===== src/rtl/inmp441_mic_i2s_transmitter.sv =====
// inmp441_mic_i2s_transmitter
//   I2S slave transmitter that stands in for an INMP441 MEMS microphone. An
//   external master owns SCK/WS; this block shifts signed samples out on SD,
//   MSB first, one SCK after the WS edge that opens its channel's slot. Samples
//   come from a small FIFO on a valid/ready interface.
//
// Ports
//   clk, rst_n    system clock (>= 8x SCK), async active-low reset
//   lr            channel select: 0 = transmit while WS=0, 1 = while WS=1
//   sck, ws       I2S bit clock / word select from master (async to clk)
//   sd, sd_oe     serial data and its output enable (tristate at top level)
//   sample_data   two's complement sample, w_sample bits
//   sample_valid  sample_data valid
//   sample_ready  FIFO not full (registered)
//   underrun      1-clk pulse: own slot started with the FIFO empty
module inmp441_mic_i2s_transmitter #(
  parameter int w_sample   = 24,
  parameter int slot_bits  = 32,
  parameter int fifo_depth = 2
) (
  input  logic                clk,
  input  logic                rst_n,
  input  logic                lr,
  input  logic                sck,
  input  logic                ws,
  output logic                sd,
  output logic                sd_oe,
  input  logic [w_sample-1:0] sample_data,
  input  logic                sample_valid,
  output logic                sample_ready,
  output logic                underrun
);

  localparam int PW = $clog2(fifo_depth);
  localparam int CW = $clog2(slot_bits);
  localparam logic [PW:0]   FULL    = (PW+1)'(fifo_depth);
  localparam logic [CW-1:0] BIT_MAX = CW'(slot_bits - 1);
  localparam logic [CW-1:0] W_LIM   = CW'(w_sample);

  // ---------------------------------------------------------------------------
  // SCK / WS synchronizers and falling-edge detect
  // ---------------------------------------------------------------------------
  logic sck_meta, sck_s, sck_d;
  logic ws_meta, ws_s;
  logic fe;

  always_ff @(posedge clk or negedge rst_n) begin
    if (!rst_n) begin
      sck_meta <= 1'b0;
      sck_s    <= 1'b0;
      sck_d    <= 1'b0;
      ws_meta  <= 1'b0;
      ws_s     <= 1'b0;
    end else begin
      sck_meta <= sck;
      sck_s    <= sck_meta;
      sck_d    <= sck_s;
      ws_meta  <= ws;
      ws_s     <= ws_meta;
    end
  end

  assign fe = sck_d & ~sck_s;

  // ---------------------------------------------------------------------------
  // Sample FIFO
  // ---------------------------------------------------------------------------
  logic [w_sample-1:0] mem [fifo_depth];
  logic [PW-1:0]       wr_ptr, rd_ptr;
  logic [PW:0]         count, count_nxt;
  logic                push, pop, fifo_empty;

  assign push       = sample_valid & sample_ready;
  assign fifo_empty = (count == '0);

  always_comb begin
    count_nxt = count;
    case ({push, pop})
      2'b10:   count_nxt = count + 1'b1;
      2'b01:   count_nxt = count - 1'b1;
      default: count_nxt = count;
    endcase
  end

  always_ff @(posedge clk) begin
    if (push) mem[wr_ptr] <= sample_data;
  end

  always_ff @(posedge clk or negedge rst_n) begin
    if (!rst_n) begin
      wr_ptr       <= '0;
      rd_ptr       <= '0;
      count        <= '0;
      sample_ready <= 1'b1;
    end else begin
      if (push) wr_ptr <= wr_ptr + 1'b1;
      if (pop)  rd_ptr <= rd_ptr + 1'b1;
      count        <= count_nxt;
      sample_ready <= (count_nxt != FULL);
    end
  end

  // ---------------------------------------------------------------------------
  // Slot FSM: UNPRIMED until the first SCK fall, then IDLE / OWN by WS edges
  // ---------------------------------------------------------------------------
  typedef enum logic [1:0] {ST_UNPRIMED, ST_IDLE, ST_OWN} state_t;
  state_t state, state_nxt;

  logic ws_last;
  logic ws_edge;
  logic slot_start, slot_end, shift_en;

  assign ws_edge = (ws_s != ws_last);

  always_ff @(posedge clk or negedge rst_n) begin
    if (!rst_n) state <= ST_UNPRIMED;
    else        state <= state_nxt;
  end

  always_comb begin
    state_nxt = state;
    if (fe) begin
      case (state)
        ST_UNPRIMED: state_nxt = ST_IDLE;
        ST_IDLE:     if (ws_edge && ws_s == lr) state_nxt = ST_OWN;
        ST_OWN:      if (ws_edge && ws_s != lr) state_nxt = ST_IDLE;
        default:     state_nxt = ST_UNPRIMED;
      endcase
    end
  end

  // A WS edge in either direction is acted on from any primed state, so a
  // slot toggle that lands while already idle still forces sd_oe low.
  always_comb begin
    slot_start = 1'b0;
    slot_end   = 1'b0;
    shift_en   = 1'b0;
    if (fe && state != ST_UNPRIMED) begin
      if (ws_edge) begin
        slot_start = (ws_s == lr);
        slot_end   = (ws_s != lr);
      end else begin
        shift_en   = (state == ST_OWN);
      end
    end
  end

  // Pop sees the pre-push count, so a same-clk push into an empty FIFO is
  // kept for the following slot.
  assign pop = slot_start & ~fifo_empty;

  // ---------------------------------------------------------------------------
  // Shift datapath
  // ---------------------------------------------------------------------------
  logic [w_sample-1:0] shreg;
  logic [CW-1:0]       bit_cnt;

  always_ff @(posedge clk or negedge rst_n) begin
    if (!rst_n) begin
      ws_last  <= 1'b0;
      shreg    <= '0;
      bit_cnt  <= '0;
      sd       <= 1'b0;
      sd_oe    <= 1'b0;
      underrun <= 1'b0;
    end else begin
      underrun <= 1'b0;
      if (fe) ws_last <= ws_s;
      if (slot_start) begin
        // sd is left alone here: this SCK period is the I2S one-bit delay.
        shreg    <= fifo_empty ? '0 : mem[rd_ptr];
        underrun <= fifo_empty;
        bit_cnt  <= '0;
        sd_oe    <= 1'b1;
      end else if (slot_end) begin
        sd_oe <= 1'b0;
        sd    <= 1'b0;
      end else if (shift_en) begin
        sd    <= (bit_cnt < W_LIM) ? shreg[w_sample-1] : 1'b0;
        shreg <= shreg << 1;
        if (bit_cnt != BIT_MAX) bit_cnt <= bit_cnt + 1'b1;
      end
    end
  end

endmodule


===== config.mk =====
export PLATFORM = sky130hd
export DESIGN_NAME = inmp441_mic_i2s_transmitter
export DESIGN_NICKNAME = d
export VERILOG_FILES = /design/src/rtl/inmp441_mic_i2s_transmitter.sv
export SDC_FILE = /design/constraint.sdc
export NUM_CORES = 1
export LEC_CHECK = 0
export CORE_MARGIN = 1.5
export CORE_UTILIZATION = 57
export DETAILED_ROUTE_END_ITERATION = 16
export PLACE_DENSITY = 0.88
export SYNTH_ARGS = -nofsm -noshare
export SYNTH_HDL_FRONTEND = slang
export SYNTH_SLANG_ARGS = --single-unit

===== constraint.sdc =====
create_clock -name clk -period 2.85 [get_ports clk]
set_input_delay 0.57 -clock clk [delete_from_list [all_inputs] [get_ports clk]]
set_output_delay 0.57 -clock clk [all_outputs]
set_load 0.02 [all_outputs]

==> flow_metrics.py <==
metrics = {
    "drt": {
        "wire_per_inst_um": 16.0,
        "drtIter0Drc": 157,
        "ant_nets": 0,
        "num_vias": 2435,
        "first_pass_iters": 4,
        "wl_um": 7050,
        "drc": 0,
        "viasPerCell": 5.52,
    },
    "min_path": {
        "hold_class": "register to register",
        "min_from": "sck_meta$_DFF_PN0_",
        "whs_path_depth": 0,
        "worstHoldEndpoint": "sck_s$_DFF_PN0_",
    },
    "yosys": {
        "synth_top_area_share_pct": 35.1,
        "synth.net_count": 339,
        "netlist-cell-type-count": 43,
        "avgSynthCellArea_sq_um": 13.4,
        "yosysSeqAreaShare_pct": 62.5,
        "ys_ff_latch": 93,
        "syn_area_sq_um": 4110,
        "netlist_instances": 306,
        "ys_top_cells_by_area": "edfxtp_1 (35%), dfrtp_1 (27%), mux2i_1 (6.3%), o22ai_2 (5.8%), a21oi_2 (3.6%)",
        "yosysWarnings": 0,
        "synth_top_cell_by_area": "edfxtp_1",
    },
    "pwr": {
        "finalPower_mw": 4.32,
        "peakVddDrop_v": 0.000485,
        "seq_power_share_pct": 49.7,
        "switching_share_pct": 33.9,
        "intPower_mw": 2.86,
        "p_comb_share_pct": 30.1,
        "power.leakage_nw": 1.90,
        "p_switching_mw": 1.47,
        "p_clk_share_pct": 20.3,
        "power.density_nw_per_um2": 925,
    },
    "cells_and_area": {
        "drive_gt1_share_pct": 19.7,
        "post-route-util_pct": 68.0,
        "layout_commonest_cell": "edfxtp_1",
        "final_cell_mix": "edfxtp_1 (48), dfrtp_1 (44), clkdlybuf4s50_1 (32)",
        "n_antenna_cell": 0,
        "fin_nets": 373,
        "area_growth_syn_to_layout_pct": 13.8,
    },
    "placement": {
        "gp_routability_congestion": 0.796,
        "dp_hpwl_um": 4440,
        "port-buffer-count": 33,
    },
    "setup_path": {
        "critPathKind": "register to register",
        "worstReg2RegStart": "sck_s$_DFF_PN0_",
        "ff2ff_setup_slack_ps": 500,
        "reg2reg_to": "shreg[21]$_DFFE_PN0P_",
        "cp_max_fo": 12,
        "rr_worst_depth": 5,
        "worstSetupEndpointType": "register",
        "worst_ep_arrival_time_ps": 2630,
        "cp-start-kind": "register",
        "worstPathRequired_ps": 3130,
    },
    "sta": {
        "worst_pin_slew_ps": 996,
        "finalSetupViolations": 0,
        "finClkSkew_ps": 10.3,
        "whs_ps": 348,
        "tns_ps": 0,
        "fin_crit_ps": 2350,
        "fmax_mhz": 426,
        "period_share_pct": 82.4,
        "grt_setup_unrepaired": "false",
        "hold_viol": 0,
        "slew_headroom_pct": 33.6,
        "slew_violations": 0,
    },
    "cts": {
        "cts_buffer_depth": 2,
        "h-tree-depth": 3,
        "clk_latency_ps": 360,
        "post_cts_buffers": 0,
        "cts-resized-gates": 0,
        "cts_made_buffers": 9,
        "clk_pin_slew_worst_paths_ps": 90,
        "cts_num_sinks": 93,
        "root_buffer": "clkbuf_8",
        "cts_tree": "yes",
        "ctsHoldBuffers": 0,
    },
    "global_routing": {
        "grt_pass1_wl_um": 11900,
        "antenna_found_initial": 0,
        "gr-total-overflow": 0,
        "grt_max_degree": 46,
        "grt_util_all_layers_pct": 20.8,
        "grt_pass1_vias": 2519,
    },
    "die": {
        "io_pins": 34,
        "chipHeight_um": 87.9,
        "core_region_area_sq_um": 6870,
        "die-area_sq_um": 7720,
        "initial_core_util_pct": 59.8,
        "row_count": 30,
        "die_x_um": 87.9,
    },
    "job": {
        "cap_violations": 0,
    },
    "run_status": {
        "status": "finished, final reports clean",
    },
}
## area by class of cell
class | instances | area (sq um)
Tap cell | 96 | 120
Sequential cell | 93 | 2570
Clock buffer | 10 | 128
Multi-Input combinational cell | 168 | 1290
Clock inverter | 6 | 70.1
Fill cell | 494 | 2200
Timing Repair Buffer | 41 | 398
Inverter | 27 | 101
## Yosys cell counts (all sizes together)
cell type  number
nand2b          2
nor2b           2
a222oi          1
or2             1
a22o            1
a211oi          2
a32o            1
o31ai           2
inv            27
a21oi          24
a31oi           1
or4b            1
xnor2           3
and3            4
nor3            7
clkbuf          3
dfrtp          44
xor2            5
o211a           2
a311o           1
mux2            3
and2            1
nand3b          1
edfxtp         48
buf            15
a211o           2
o22ai          23
nand4b          2
and2b           1
ha              3
mux2i          26
o21ai           3
dfstp           1
nand2          11
nor2           32
## cells by family (layout without fill, tap and decap cells)
group                    count (synthesis)  count (layout)  share of synthesized area, %
buffers and inverters                   45              84                          6.18
AO/OA/AOI/OAI                           63              63                          14.0
flip-flops                              93              93                          62.5
multiplexers                            29              29                          7.16
XOR/XNOR                                 8               8                          1.71
AND/OR/NAND/NOR                         65              65                          7.52
adder cells (fa/ha/maj)                  3               3                         0.914
## routing by layer
| layer | vias up | global-route usage, % | routed length (um) |
|---|---|---|---|
| met3 | 16 | 6.60 | 275 |
| li1 | 1161 | - | - |
| met5 | - | 0 | 0 |
| met1 | 1201 | 24.6 | 2950 |
| met4 | 0 | 8.51 | 197 |
| met2 | 57 | 35.3 | 3630 |
## metrics by stage
step | cells | area, sq um | setup WS, ps
6_report | 441 | 4670 | 500
5_1_grt | 441 | 4670 | 272
4_1_cts | 441 | 4670 | 526
3_5_place_dp | 425 | 4480 | 381
3_3_place_gp | 425 | 4480 | 470
2_1_floorplan | 306 | 4110 | 714
## how the worst max path moves through the flow
| stage | start | cells past startpoint | slack [ps] | endpoint |
|---|---|---|---|---|
| 2_1_floorplan | sample_ready$_DFF_PN1_ | 2 | 710 | mem[0][0]$_DFFE_PP_ |
| 3_3_place_gp | lr | 8 | 470 | sample_ready$_DFF_PN1_ |
| 3_5_place_dp | lr | 8 | 380 | sample_ready$_DFF_PN1_ |
| 4_1_cts | sck_s$_DFF_PN0_ | 5 | 530 | shreg[21]$_DFFE_PN0P_ |
| 5_1_grt | sck_s$_DFF_PN0_ | 5 | 270 | shreg[21]$_DFFE_PN0P_ |
| 6_report | sck_s$_DFF_PN0_ | 5 | 500 | shreg[21]$_DFFE_PN0P_ |
## critical path: stages (launching register included)
cell and delay [ps]:
dfrtp_1 390, nor2b_1 590, o21ai_0 360, a311o_1 490
buf_4 240, a21oi_1 190
## flip-flops by register name, summed over array words and instances, names as in the netlist
name	count
sck_s	1
sample_ready	1
mem	48
ws_last	1
rd_ptr	1
underrun	1
sd	1
ws_s	1
ws_meta	1
bit_cnt	5
sck_meta	1
state	2
sck_d	1
count	2
wr_ptr	1
sd_oe	1
shreg	24
## power groups by stage
stage | Combinational, mW | Sequential [mW] | Clock (mW)
after global routing | 1.45 | 2.19 | 0.965
after CTS | 1.31 | 2.15 | 0.899
after detailed placement | 1.31 | 2.17 | 0
final | 1.30 | 2.15 | 0.877
after global placement | 1.25 | 2.15 | 0
after floorplan | 1.03 | 2.07 | 0
Power figures use the tool's default switching activity.
